`config.mk`:
```
export PLATFORM = sky130hd
export DESIGN_NAME = matvec_sched
export DESIGN_NICKNAME = d
export VERILOG_FILES = /design/src/rtl/matvec_pkg.sv /design/src/rtl/matvec_mul.sv /design/src/rtl/matvec_sched.sv
export SDC_FILE = /design/constraint.sdc
export NUM_CORES = 1
export LEC_CHECK = 0
export BUFFER_PORTS_ARGS = -buffer_cell sky130_fd_sc_hd__buf_4
export CAP_MARGIN = 10
export CELL_PAD_IN_SITES_DETAIL_PLACEMENT = 1
export CELL_PAD_IN_SITES_GLOBAL_PLACEMENT = 1
export CORE_AREA = 2 2 185 187
export DETAILED_ROUTE_END_ITERATION = 10
export DIE_AREA = 0 0 187 189
export PLACE_DENSITY = 0.77
export SYNTH_ARGS = -nofsm -noshare
export SYNTH_HDL_FRONTEND = slang
export SYNTH_HIERARCHICAL = 1
export SYNTH_SLANG_ARGS = --single-unit
```
`constraint.sdc`:
```
create_clock -name clk -period 3.94 [get_ports clk]
set_input_delay 0.197 -clock clk [delete_from_list [all_inputs] [get_ports clk]]
set_output_delay 0.197 -clock clk [all_outputs]
set_load 0.05 [all_outputs]
```
`src/rtl/matvec_pkg.sv`:
```
// matvec_sched shared types and sizing helpers.
// Used by the scheduler, its datapath and the bench.
package matvec_pkg;

   typedef enum logic [1:0] {
      IDLE,
      RUN,
      DRAIN
   } state_e;

   function automatic int mv_latency(input int c);
      return $clog2(c) + 1;
   endfunction

   function automatic int mv_wy(input int w_x, input int w_k, input int c);
      return w_x + w_k + $clog2(c);
   endfunction

endpackage

```
`src/rtl/matvec_mul.sv`:
```
// R-row signed matrix-vector product, one tile per enabled cycle.
// Registered products feed a registered adder tree; latency $clog2(C)+1.
module matvec_mul
   import matvec_pkg::*;
#(
   parameter  int R   = 2,
   parameter  int C   = 5,
   parameter  int W_X = 3,
   parameter  int W_K = 4,
   localparam int W_Y = mv_wy(W_X, W_K, C)
) (
   input  logic               clk,
   input  logic               cen,
   input  logic [C*W_X-1:0]   x,
   input  logic [R*C*W_K-1:0] k,
   output logic [R*W_Y-1:0]   y
);

   localparam int L  = $clog2(C);
   localparam int NP = 1 << L;
   localparam int NN = 2 * NP - 1;

   typedef logic signed [W_Y-1:0] acc_t;

   acc_t leaf_d [R][NP];
   acc_t tree_q [R][NN];

   // products of one tile, zero-padded up to a power of two
   always_comb begin
      for (int r = 0; r < R; r++) begin
         for (int c = 0; c < NP; c++) begin
            leaf_d[r][c] = '0;
         end
         for (int c = 0; c < C; c++) begin
            leaf_d[r][c] = acc_t'($signed(x[c*W_X +: W_X]) *
                                  $signed(k[(r*C+c)*W_K +: W_K]));
         end
      end
   end

   // heap-ordered tree: leaves at NP-1.., node i sums 2i+1 and 2i+2
   always_ff @(posedge clk) begin
      if (cen) begin
         for (int r = 0; r < R; r++) begin
            for (int i = 0; i < NP - 1; i++) begin
               tree_q[r][i] <= tree_q[r][2*i+1] + tree_q[r][2*i+2];
            end
            for (int c = 0; c < NP; c++) begin
               tree_q[r][NP-1+c] <= leaf_d[r][c];
            end
         end
      end
   end

   // tree roots are the row results
   always_comb begin
      y = '0;
      for (int r = 0; r < R; r++) begin
         y[r*W_Y +: W_Y] = tree_q[r][0];
      end
   end

endmodule

```
`src/rtl/matvec_sched.sv`:
```
// Job scheduler around matvec_mul: streams T weight tiles per vector
// and returns R results per beat, freezing the datapath on backpressure.
module matvec_sched
   import matvec_pkg::*;
#(
   parameter  int R   = 2,
   parameter  int C   = 5,
   parameter  int W_X = 3,
   parameter  int W_K = 4,
   parameter  int M   = 8,
   localparam int T   = M / R,
   localparam int W_A = (T > 1) ? $clog2(T) : 1,
   localparam int W_Y = mv_wy(W_X, W_K, C),
   localparam int LAT = mv_latency(C)
) (
   input  logic               clk,
   input  logic               rstn,
   input  logic               s_valid,
   output logic               s_ready,
   input  logic [C*W_X-1:0]   s_x,
   output logic               w_en,
   output logic [W_A-1:0]     w_addr,
   input  logic [R*C*W_K-1:0] w_data,
   output logic               m_valid,
   input  logic               m_ready,
   output logic [R*W_Y-1:0]   m_data,
   output logic [W_A-1:0]     m_idx,
   output logic               m_last
);

   typedef struct packed {
      logic           vld;
      logic [W_A-1:0] idx;
      logic           last;
   } tag_t;

   state_e           state_q;
   logic             s_ready_q;
   logic [W_A-1:0]   cnt_q;
   logic [C*W_X-1:0] x_q;
   tag_t             tag_q [LAT+1];

   logic cen;
   logic issue;
   logic cnt_last;

   assign cen      = !(m_valid && !m_ready);
   assign issue    = (state_q == RUN) && cen;
   assign cnt_last = (cnt_q == W_A'(T - 1));

   assign s_ready = s_ready_q;
   assign w_en    = issue;
   assign w_addr  = cnt_q;
   assign m_valid = tag_q[LAT].vld;
   assign m_idx   = tag_q[LAT].idx;
   assign m_last  = tag_q[LAT].last;

   // job FSM: accept vector, issue tiles, wait for the last beat
   always_ff @(posedge clk or negedge rstn) begin
      if (!rstn) begin
         state_q   <= IDLE;
         s_ready_q <= 1'b1;
         cnt_q     <= '0;
         x_q       <= '0;
      end else begin
         unique case (state_q)
            IDLE: begin
               if (s_valid) begin
                  x_q       <= s_x;
                  cnt_q     <= '0;
                  s_ready_q <= 1'b0;
                  state_q   <= RUN;
               end
            end
            RUN: begin
               if (cen) begin
                  if (cnt_last) begin
                     state_q <= DRAIN;
                  end else begin
                     cnt_q <= cnt_q + W_A'(1);
                  end
               end
            end
            DRAIN: begin
               if (m_valid && m_ready && m_last) begin
                  s_ready_q <= 1'b1;
                  state_q   <= IDLE;
               end
            end
            default: state_q <= IDLE;
         endcase
      end
   end

   // tag shift register tracks each issued tile through the datapath
   always_ff @(posedge clk or negedge rstn) begin
      if (!rstn) begin
         for (int i = 0; i <= LAT; i++) begin
            tag_q[i] <= '0;
         end
      end else if (cen) begin
         tag_q[0] <= issue ? tag_t'{vld: 1'b1, idx: cnt_q, last: cnt_last}
                           : tag_t'('0);
         for (int i = 1; i <= LAT; i++) begin
            tag_q[i] <= tag_q[i-1];
         end
      end
   end

   matvec_mul #(
      .R   (R),
      .C   (C),
      .W_X (W_X),
      .W_K (W_K)
   ) u_mul (
      .clk (clk),
      .cen (cen),
      .x   (x_q),
      .k   (w_data),
      .y   (m_data)
   );

endmodule

```
* Word-level counts from Yosys, hierarchy flattened
Memory sizes are Yosys's and may differ from the RTL's. Index checks and enable logic that the tools add are counted.
Word-level totals: flip-flop bits (word level) 40, latch bits 0, RAM bits 240, ROM bits 0, input bits 59, output and inout port bits 28, logic and storage cells 80, memories kept 1
Memory list:
- u_mul.tree_q | depth 2, width 120, read ports 2, clocked after memory_dff 0, write ports 2, line matvec_mul.sv:26 | acc_t tree_q [R][NN];
Operators by class: add/subtract/negate cells 15, multiply operators 10, div/mod/pow operators 0, $lt $le $gt $ge 0, eq/ne operators 8, shift operators 0, multiplexer cells 14, bitwise operators 0, reductions and logical operators 13
Operators with widths (count):
- adder 10 bit | 10
- multiplier 3 x 4 -> 7 bit | 10
- adder 10 bit (both inputs constant) | 2
- adder 10 bit (second input constant) | 2
- 2-to-1 mux 2 bit | 7
- != test 2 bit (second input constant) | 5
- AND reduction 4 bit | 2
- case mux 2 bit (3 select lines) | 1
- == test 2 bit (second input constant) | 2
- logical AND 1 bit | 4
- 2-to-1 mux 4 bit | 1
- case mux 2 bit (2 select lines) | 1
- nonzero test 2 bit | 2
- 2-to-1 mux 1 bit | 3
- AND reduction 3 bit | 1
- adder 2 x 1 -> 2 bit (second input constant) | 1
- == test 2 x 1 -> 1 bit (second input constant) | 1
- logical NOT 1 bit | 2
- logical NOT 2 bit | 1
- case mux 1 bit (2 select lines) | 1
- AND reduction 2 bit | 1

* Logic depth before layout (Yosys ltp)
Gate-level depths: netlist (run 1).
word-level depth 5, mapped depth 10, gate-level depth less buffers 9

* Modules after synthesis
Netlist (run 1), hierarchy kept.
Modules (own cells, without submodules):
- matvec_mul | times used 1, cells an instance 950, area an instance 11666.2 um^2, seq. area each 5345.1 um^2
- matvec_sched | times used 1, cells an instance 134, area an instance 1575.3 um^2, seq. area each 1002.2 um^2

* Worst setup path after synthesis (run 1)
OpenSTA, ideal clock, no wires.
path kind reg-to-reg, start register tag_q, in the netlist m_valid, end memory u_mul/tree_q[0][0] (netlist name) (enable), library setup time 0.462 ns, arrival time 3.198 ns, required time 3.478 ns, setup slack 0.280 ns, cell stages (with the launch flop) 5, buffers on the path 2, period minus slack after synthesis 3.660 ns, cells stage by stage dfrtp_1 -> nor2b_1 -> clkbuf_1 -> inv_2 -> buf_2
RTL lines:
- from (decl) | line matvec_sched.sv:41 | tag_t tag_q [LAT+1];
- from (signal, indexed assignment) | line matvec_sched.sv:105 | tag_q[i] <= tag_q[i-1];
- to (decl) | line matvec_mul.sv:26

==> insert_results.sql, run 1 <==
INSERT INTO impl_metrics (metric_group, metric, value, unit) VALUES
('cts', 'clock_tree.root_cell', 'sky130_fd_sc_hd__clkbuf_16', ''),
('final_layout', 'layoutNonFillerInstCount', '1662', ''),
('setup_path', 'crit_family', 'adder cells', ''),
('die', 'io-pin-count', '87', ''),
('timing', 'finalCritPeriodShare', '71.63', '%'),
('setup_path', 'path_cells', 'nand2b_1, fa_1, inv_1, fa_1, ha_1, fa_1, xor2_1', ''),
('setup_path', 'path_max_fanout', '11', ''),
('setup_path', 'setup.reg_to_reg.worst_slack', '1120', 'ps'),
('synth', 'seq_area_frac_synth', '47.94', '%'),
('final_layout', 'fillCellCount', '3508', ''),
('timing', 'hold_viol', '0', ''),
('placed_design', 'numPortBuffers', '86', ''),
('route', 'drt.antenna.violating_nets', '0', ''),
('synth', 'synth_seq_cells', '218', ''),
('cts', 'tritoncts', 'done', ''),
('synth', 'dominantRegCellSynth', 'sky130_fd_sc_hd__edfxtp_1', ''),
('cts', 'postCtsHoldBufs', '28', ''),
('global_routing', 'first_global_vias', '8866', ''),
('timing', 'setup_tns', '0', 'ps'),
('setup_path', 'r2r.worst_path.cells', '7', ''),
('setup_path', 'critPathLaunch', 'x_q[11]$_DFFE_PN0P_', ''),
('final_layout', 'design.final.nets', '1454', ''),
('min_path', 'min_path_type', 'primary input to flop', ''),
('die', 'core', '33280', 'sq um'),
('setup_path', 'worst_path_max_delay_cell', 'sky130_fd_sc_hd__dfrtp_1', ''),
('timing', 'maximum_clock_skew_at_final_layout', '19.03', 'ps'),
('placed_design', 'place_inst', '1588', ''),
('die', 'die_height', '189', 'um'),
('route', 'drt_drc_violations_left', '0', ''),
('timing', 'max_freq', '354.3', 'MHz'),
('route', 'detail_route.vias_per_cell', '4.882', ''),
('global_routing', 'antenna_found_initial', '0', ''),
('synth', 'synth.distinct_cells', '50', ''),
('timing', 'worstMarginPinSlew', '721.5', 'ps'),
('die', 'effective_utilization_at_floorplan', '39.79', '%'),
('setup_path', 'cp_data_arrival_time', '3100', 'ps'),
('cts', 'post_cts_buffers', '0', ''),
('cts', 'clk_pin_slew_worst_paths', '60', 'ps'),
('route', 'post_drt_wl_per_cell', '15.73', 'um'),
('cts', 'clock_path_buffers', '3', ''),
('die', 'die_area', '35340', 'sq um'),
('setup_path', 'r2r_start', 'x_q[11]$_DFFE_PN0P_', ''),
('setup_path', 'cp_common_cell', 'sky130_fd_sc_hd__fa_1', ''),
('final_layout', 'ff_latch_area', '6347', 'sq um'),
('route', 'initialDrtViolationCount', '324', ''),
('setup_path', 'setup.worst_path.start_class', 'flop', ''),
('cts', 'number_of_clock_sinks_seen_by_cts', '218', ''),
('synth', 'async_flop_share', '18.35', '%'),
('synth', 'synthesis.nets', '1343', ''),
('cts', 'post_cts.resized_instances', '0', ''),
('setup_path', 'critical_path_buf_inv_count', '1', ''),
('setup_path', 'r2r_path_end', 'u_mul/tree_q[0][15]$_DFFE_PP_', ''),
('route', 'num_vias', '8114', ''),
('synth', 'netlist_area', '13240', 'sq um'),
('setup_path', 'critical_path_required', '4220', 'ps'),
('outcome', 'run_status', 'finished clean', ''),
('setup_path', 'critPathMaxStageDelay', '580', 'ps'),
('setup_path', 'endpoint_kind', 'flop', ''),
('cts', 'htree_levels', '1', ''),
('timing', 'final.min_clock_period', '2822', 'ps'),
('global_routing', 'grt_start_max_net_pins', '115', ''),
('global_routing', 'globalRouteOverflowTotal', '0', ''),
('placed_design', 'place.gp.congestion', '0.7671', ''),
('final_layout', 'layout-area-overhead-vs-synth', '16.71', '%'),
('route', 'postRouteWirelength', '26140', 'um'),
('timing', 'timing.slew.headroom', '51.90', '%'),
('setup_path', 'timing.critical_path.depth', '7', ''),
('cts', 'tritoncts.num_buffers', '25', ''),
('synth', 'number_of_cells_produced_by_synthesis', '1084', ''),
('final_layout', 'multiInputGateArea', '6294', 'sq um'),
('setup_path', 'timing_worst_setup_path_type', 'flop to flop', '');
==> metrics by stage <==
stage | setup WS [ps] | util, % | area (sq um)
2_1_floorplan | 280.4 | - | 13240
3_3_place_gp | 1274 | 42.88 | 14270
3_5_place_dp | 1134 | 42.88 | 14270
4_1_cts | 1085 | 46.43 | 15450
5_1_grt | 996.8 | 46.43 | 15450
6_report | 1118 | 46.43 | 15450
==> how the worst min path moves through the flow <==
stage               startpoint                            end  depth (start not counted)
floorplan                 rstn           m_idx[0]$_DFFE_PN0N_                          0
global placement          rstn             x_q[1]$_DFFE_PN0P_                          1
detailed placement        rstn           m_idx[1]$_DFFE_PN0N_                          1
CTS                  w_data[5]  u_mul/tree_q[0][31]$_DFFE_PP_                          3
global route        w_data[13]  u_mul/tree_q[0][11]$_DFFE_PP_                          3
finish               w_data[5]  u_mul/tree_q[0][31]$_DFFE_PP_                          3
==> logic make-up (layout without fill, tap and decap cells) <==
| family | after synthesis | after routing | share of synthesized area [%] |
|---|---|---|---|
| compound gates | 154 | 154 | 7.975 |
| fa+ha+maj | 200 | 200 | 21.96 |
| xor+xnor | 92 | 92 | 6.085 |
| mux | 17 | 17 | 1.446 |
| buf+inv | 135 | 265 | 4.536 |
| simple gates | 268 | 268 | 10.06 |
| flops | 218 | 218 | 47.94 |
==> area by class of cell <==
| cell class | count | share of cell area, % |
|---|---|---|
| Clock buffer | 31 | 4.736 |
| Clock inverter | 15 | 1.109 |
| Inverter | 102 | 2.510 |
| Multi-Input combinational cell | 731 | 40.73 |
| Sequential cell | 218 | 41.07 |
| Tap cell | 448 | 3.627 |
| Timing Repair Buffer | 117 | 6.218 |
==> state kept, by name, indices dropped and copies added (netlist names) <==
| register | count |
|---|---|
| m_valid | 1 |
| m_idx | 2 |
| s_ready | 1 |
| x_q | 15 |
| u_mul/tree_q | 178 |
| w_addr | 2 |
| m_last | 1 |
| state_q | 2 |
| tag_q | 16 |
==> routing by layer <==
metal / vias to the layer above / GRT usage [%] / share of wire (%)
met5: - / 0 / 0
met4: 0 / 4.243 / 2.7
met3: 42 / 2.317 / 3.3
met2: 131 / 28.05 / 51
met1: 3970 / 18.01 / 43
li1: 3971 / - / -
==> worst register-to-register path: cells and delay by family (launching register included) <==
family	cells	cell delay (ps)
XOR/XNOR	1	180
buffers and inverters	1	60
flip-flops	1	580
adder cells (fa/ha/maj)	4	1580
AND/OR/NAND/NOR	1	150
==> Yosys cell counts, types with 22 or more instances <==
cell	number	area share (%)
sky130_fd_sc_hd__inv_1	101	2.9
sky130_fd_sc_hd__nand2b_1	25	1.2
sky130_fd_sc_hd__nand2_1	90	2.6
sky130_fd_sc_hd__ha_1	146	14
sky130_fd_sc_hd__xnor2_1	71	4.7
sky130_fd_sc_hd__edfxtp_1	178	40
sky130_fd_sc_hd__a21o_1	27	1.5
sky130_fd_sc_hd__a21oi_1	48	1.8
sky130_fd_sc_hd__nor2_1	49	1.4
sky130_fd_sc_hd__fa_1	54	8.2
sky130_fd_sc_hd__and2_1	52	2.5
sky130_fd_sc_hd__dfrtp_1	39	7.4
sky130_fd_sc_hd__buf_4	22	1.2
==> layout by cell type (no fill, tap or decap), types with 4 or more instances in the layout <==
cell type / netlist / layout
sky130_fd_sc_hd__a21boi_1: 4 / 4
sky130_fd_sc_hd__a21o_1: 27 / 27
sky130_fd_sc_hd__a21oi_1: 48 / 48
sky130_fd_sc_hd__a31o_2: 4 / 4
sky130_fd_sc_hd__and2_1: 52 / 52
sky130_fd_sc_hd__buf_4: 22 / 88
sky130_fd_sc_hd__clkbuf_16: 0 / 28
sky130_fd_sc_hd__clkinv_2: 0 / 8
sky130_fd_sc_hd__dfrtp_1: 39 / 39
sky130_fd_sc_hd__dlygate4sd3_1: 0 / 28
sky130_fd_sc_hd__edfxtp_1: 178 / 178
sky130_fd_sc_hd__fa_1: 54 / 54
sky130_fd_sc_hd__ha_1: 146 / 146
sky130_fd_sc_hd__inv_1: 101 / 101
sky130_fd_sc_hd__mux2_2: 17 / 17
sky130_fd_sc_hd__nand2_1: 90 / 90
sky130_fd_sc_hd__nand2b_1: 25 / 25
sky130_fd_sc_hd__nand3_1: 18 / 18
sky130_fd_sc_hd__nor2_1: 49 / 49
sky130_fd_sc_hd__nor2b_1: 14 / 14
sky130_fd_sc_hd__nor3_1: 5 / 5
sky130_fd_sc_hd__o2111ai_1: 4 / 4
sky130_fd_sc_hd__o21a_1: 6 / 6
sky130_fd_sc_hd__o21ai_0: 21 / 21
sky130_fd_sc_hd__o21bai_1: 5 / 5
sky130_fd_sc_hd__o41ai_1: 6 / 6
sky130_fd_sc_hd__or3_1: 4 / 4
sky130_fd_sc_hd__xnor2_1: 71 / 71
sky130_fd_sc_hd__xor2_1: 21 / 21
Power of run 1 is not shown: default switching activity piles up to over one toggle a cycle in this logic, so the estimate is an artifact.
==> inputs of run 2 (changes only) <==
--- a/config.mk
+++ b/config.mk
@@ -5,14 +5,15 @@
 export SDC_FILE = /design/constraint.sdc
 export NUM_CORES = 1
 export LEC_CHECK = 0
+export ABC_AREA = 1
 export BUFFER_PORTS_ARGS = -buffer_cell sky130_fd_sc_hd__buf_4
 export CAP_MARGIN = 10
 export CELL_PAD_IN_SITES_DETAIL_PLACEMENT = 1
 export CELL_PAD_IN_SITES_GLOBAL_PLACEMENT = 1
-export CORE_AREA = 2 2 185 187
+export CORE_AREA = 2 2 190 192
 export DETAILED_ROUTE_END_ITERATION = 10
-export DIE_AREA = 0 0 187 189
-export PLACE_DENSITY = 0.77
+export DIE_AREA = 0 0 192 194
+export PLACE_DENSITY = 0.79
 export SYNTH_ARGS = -nofsm -noshare
 export SYNTH_HDL_FRONTEND = slang
 export SYNTH_HIERARCHICAL = 1
==> constraint.sdc (replaced) <==
create_clock -name clk -period 2.7 [get_ports clk]
set_input_delay 0.135 -clock clk [delete_from_list [all_inputs] [get_ports clk]]
set_output_delay 0.135 -clock clk [all_outputs]
set_load 0.05 [all_outputs]
==> run 2 against run 1 <==
Setup slack lost 1000 ps; wire length rose by 23%; critical endpoint unchanged; critical path depth rose by 1.
==> insert_results.sql, run 2 <==
INSERT INTO impl_metrics (metric_group, metric, value, unit) VALUES
('die', 'core', '35220', 'sq um'),
('placed_design', 'place.gp.congestion', '0.8492', ''),
('synth', 'synth-compound-area-share', '3.533', '%'),
('synth', 'synth.distinct_cells', '38', ''),
('synth', 'number_of_cells_produced_by_synthesis', '1449', ''),
('min_path', 'worst_hold_path.num_cells', '4', ''),
('global_routing', 'antenna_found_initial', '0', ''),
('synth', 'synthesis.nets', '1708', ''),
('cts', 'tritoncts', 'done', ''),
('run', 'drv_cap', '0', ''),
('route', 'initialDrtViolationCount', '342', ''),
('route', 'post_drt_wl_per_cell', '15.54', 'um'),
('timing', 'maximum_clock_skew_at_final_layout', '9.832', 'ps'),
('power', 'vdd_ir_drop_max', '0.7782', 'mV'),
('final_layout', 'largest_register_ff_count', '178', ''),
('final_layout', 'antennaDiodeCount', '0', ''),
('setup_path', 'setup.worst_path.start_class', 'flop', ''),
('final_layout', 'fillCellCount', '4017', ''),
('setup_path', 'r2r.worst_path.cells', '8', ''),
('synth', 'synth_top_area_cells', 'sky130_fd_sc_hd__edfxtp_1, sky130_fd_sc_hd__ha_1, sky130_fd_sc_hd__nand2_1, sky130_fd_sc_hd__fa_1, sky130_fd_sc_hd__dfrtp_1', ''),
('final_layout', 'layout-area-overhead-vs-synth', '17.94', '%'),
('final_layout', 'top_register', 'u_mul/tree_q', ''),
('timing', 'max_freq', '380.7', 'MHz'),
('synth', 'dominantRegCellSynth', 'sky130_fd_sc_hd__edfxtp_1', ''),
('synth', 'netlist_area', '13950', 'sq um'),
('cts', 'clock_tree.root_cell', 'sky130_fd_sc_hd__clkbuf_16', ''),
('synth', 'area_share_of_and_or_nand_nor_cells_after_synthesis', '17.74', '%'),
('die', 'effective_utilization_at_floorplan', '39.62', '%'),
('synth', 'syn_area_per_cell', '9.631', 'sq um'),
('synth', 'yosysMostFrequentCell', 'sky130_fd_sc_hd__nand2_1', ''),
('synth', 'synth_seq_cells', '218', ''),
('timing', 'hold_viol', '0', ''),
('synth', 'async_flop_share', '18.35', '%'),
('timing', 'worstMarginPinSlew', '581.4', 'ps'),
('setup_path', 'timing_worst_setup_path_type', 'flop to flop', ''),
('final_layout', 'mostFrequentLayoutCells', 'sky130_fd_sc_hd__nand2_1, sky130_fd_sc_hd__inv_1, sky130_fd_sc_hd__edfxtp_1, sky130_fd_sc_hd__ha_1, sky130_fd_sc_hd__buf_4', ''),
('synth', 'synth_enable_flop_cells', '178', ''),
('timing', 'timing.slew.headroom', '61.24', '%'),
('final_layout', 'multiInputGateArea', '6472', 'sq um'),
('synth', 'synth_xor_area_share', '3.578', '%'),
('timing', 'setup_violations', '0', ''),
('synth', 'synth_top_cell_by_area', 'sky130_fd_sc_hd__edfxtp_1', ''),
('cts', 'htree_levels', '1', ''),
('global_routing', 'grt_first_pass_wirelength', '52760', 'um'),
('route', 'drt_drc_violations_left', '0', ''),
('final_layout', 'largestRegisters', 'u_mul/tree_q x178, tag_q x16, x_q x15', ''),
('synth', 'dominant_combinational_cell_family_by_area_after_synthesis', 'adder cells', ''),
('setup_path', 'cp_data_arrival_time', '2900', 'ps'),
('global_routing', 'globalRouteOverflowTotal', '0', ''),
('die', 'core.rowCount', '69', ''),
('synth', 'ys.warnings.count', '6', ''),
('route', 'detail_route.vias_per_cell', '4.764', ''),
('power', 'power.density', '1435', 'nW/um^2'),
('cts', 'clkLatencyLatePin', '530', 'ps'),
('global_routing', 'grt_start_max_net_pins', '50', ''),
('timing', 'hold_ws', '14.62', 'ps'),
('synth', 'synth_mux_area_share', '0', '%'),
('timing', 'layout_setup_ws', '73.59', 'ps'),
('timing', 'finalCritPeriodShare', '97.27', '%'),
('die', 'horiz_die_dim', '192', 'um'),
('setup_path', 'critical_path_required', '2980', 'ps'),
('placed_design', 'dp_slack', '-52.56', 'ps'),
('route', 'num_vias', '9833', ''),
('final_layout', 'postLayoutCoreUtil', '46.72', '%'),
('setup_path', 'path_max_fanout', '5', ''),
('placed_design', 'numPortBuffers', '86', ''),
('timing', 'final.min_clock_period', '2626', 'ps'),
('die', 'io-pin-count', '87', ''),
('route', 'postRouteWirelength', '32070', 'um'),
('final_layout', 'most_frequent_standard_cell_in_the_layout_excluding_fill_and_tap_cells', 'sky130_fd_sc_hd__nand2_1', ''),
('synth', 'seq_area_frac_synth', '45.49', '%'),
('cts', 'clk_pin_slew_worst_paths', '60', 'ps'),
('outcome', 'run_status', 'finished clean', ''),
('final_layout', 'final_layout_size_suffix_gt1_share', '15.53', '%'),
('route', 'drtPass1Iterations', '5', ''),
('synth', 'synth_top_cell_area_share', '38.30', '%'),
('power', 'pnr_total_power', '23620', 'uW'),
('power', 'p_leak', '0.008453', 'uW'),
('setup_path', 'endpoint_kind', 'flop', ''),
('cts', 'tritoncts.num_buffers', '26', ''),
('die', 'die_height', '194', 'um'),
('global_routing', 'grtUsageTotal', '17.55', '%'),
('final_layout', 'ff_latch_area', '6356', 'sq um'),
('synth', 'synth-adder-area-share', '20.84', '%'),
('final_layout', 'design.final.nets', '1842', ''),
('cts', 'number_of_clock_sinks_seen_by_cts', '218', ''),
('global_routing', 'first_global_vias', '10940', ''),
('placed_design', 'place.detailed.hpwl', '24610', 'um'),
('cts', 'clock_path_buffers', '3', ''),
('route', 'drt.antenna.violating_nets', '0', ''),
('min_path', 'min_path_type', 'primary input to flop', ''),
('die', 'die_area', '37250', 'sq um'),
('timing', 'slew_violations', '0', ''),
('synth', 'post_synth_most_frequent_cells', 'sky130_fd_sc_hd__nand2_1, sky130_fd_sc_hd__inv_1, sky130_fd_sc_hd__edfxtp_1', '');
## run 2: changes by cell type after synthesis, moves of 25 or more
cell	delta
sky130_fd_sc_hd__a21o_1	-27
sky130_fd_sc_hd__xnor2_1	-52
sky130_fd_sc_hd__nand2b_1	-25
sky130_fd_sc_hd__and2_1	-52
sky130_fd_sc_hd__nand2_1	+350
sky130_fd_sc_hd__nand3_1	+25
sky130_fd_sc_hd__inv_1	+140
## run 2: per-stage QoR
stage / area [sq um] / TNS, ps / cells
3_5_place_dp: 15120 / -126.5 / 1982
5_1_grt: 16460 / -29.40 / 2064
2_1_floorplan: 13970 / 0 / 1449
6_report: 16460 / 0 / 2064
3_3_place_gp: 15120 / 0 / 1982
4_1_cts: 16320 / -2.668 / 2058
## run 2: repair_timing
| action | 4_1_cts | 5_1_grt |
|---|---|---|
| endpoints found under the hold margin | 70 | 0 |
| cloned | 0 | 0 |
| hold buffers | 28 | 0 |
| pin swaps | 1 | 9 |
| setup endpoints to repair | 4 | 19 |
| setup buffers | 0 | 6 |
| resized for setup | 5 | 31 |
## run 2: final timing paths
check | start | end | slack [ps]
max | x_q[11]$_DFFE_PN0P_ | u_mul/tree_q[0][15]$_DFFE_PP_ | 70
min | w_data[25] | u_mul/tree_q[1][31]$_DFFE_PP_ | 10
max reg2reg | x_q[11]$_DFFE_PN0P_ | u_mul/tree_q[0][15]$_DFFE_PP_ | 70
min reg2reg | u_mul/tree_q[1][52]$_DFFE_PP_ | u_mul/tree_q[1][82]$_DFFE_PP_ | 410
max in group asynchronous | rstn | x_q[11]$_DFFE_PN0P_ | 2110
min in group asynchronous | rstn | x_q[3]$_DFFE_PN0P_ | 150
## run 2: power breakdown
group	switching, uW	internal, uW	total [uW]
Clock	1420	2300	3720
Sequential	909	6490	7400
Combinational	7800	4700	12500
## run 2: critical path, stage by stage, from the launching register on
cell and delay [ps]:
sky130_fd_sc_hd__dfrtp_2 360, sky130_fd_sc_hd__inv_2 60, sky130_fd_sc_hd__or2_2 290, sky130_fd_sc_hd__fa_1 540, sky130_fd_sc_hd__inv_1 60, sky130_fd_sc_hd__fa_2 350, sky130_fd_sc_hd__ha_2 210, sky130_fd_sc_hd__fa_2 340
sky130_fd_sc_hd__xor2_1 170
## run 2: logic make-up (layout without fill, tap and decap cells)
group / Yosys count / after routing
adders and majority gates: 200 / 200
buffers and inverters: 292 / 446
xor gates and xnor gates: 57 / 57
AOI/OAI and AO/OA: 86 / 86
DFF: 218 / 218
and+or+nand+nor: 596 / 596
## run 2: final cells by class
class	count	share of cell area, %
inverter	255	5.877
multi-input combinational	939	39.33
sequential	218	38.62
clock inverter	17	1.353
tap	461	3.505
clock buffer	31	4.196
timing repair buffer	143	7.123
## run 2: layer usage
metal	vias up	wire (um)	global-route usage [%]
met5	-	0	0
met4	0	880	5.061
met3	57	1197	2.534
met2	161	17040	33.51
met1	4751	12950	20.02
li1	4864	-	-
(Power assumes the default switching activity.)
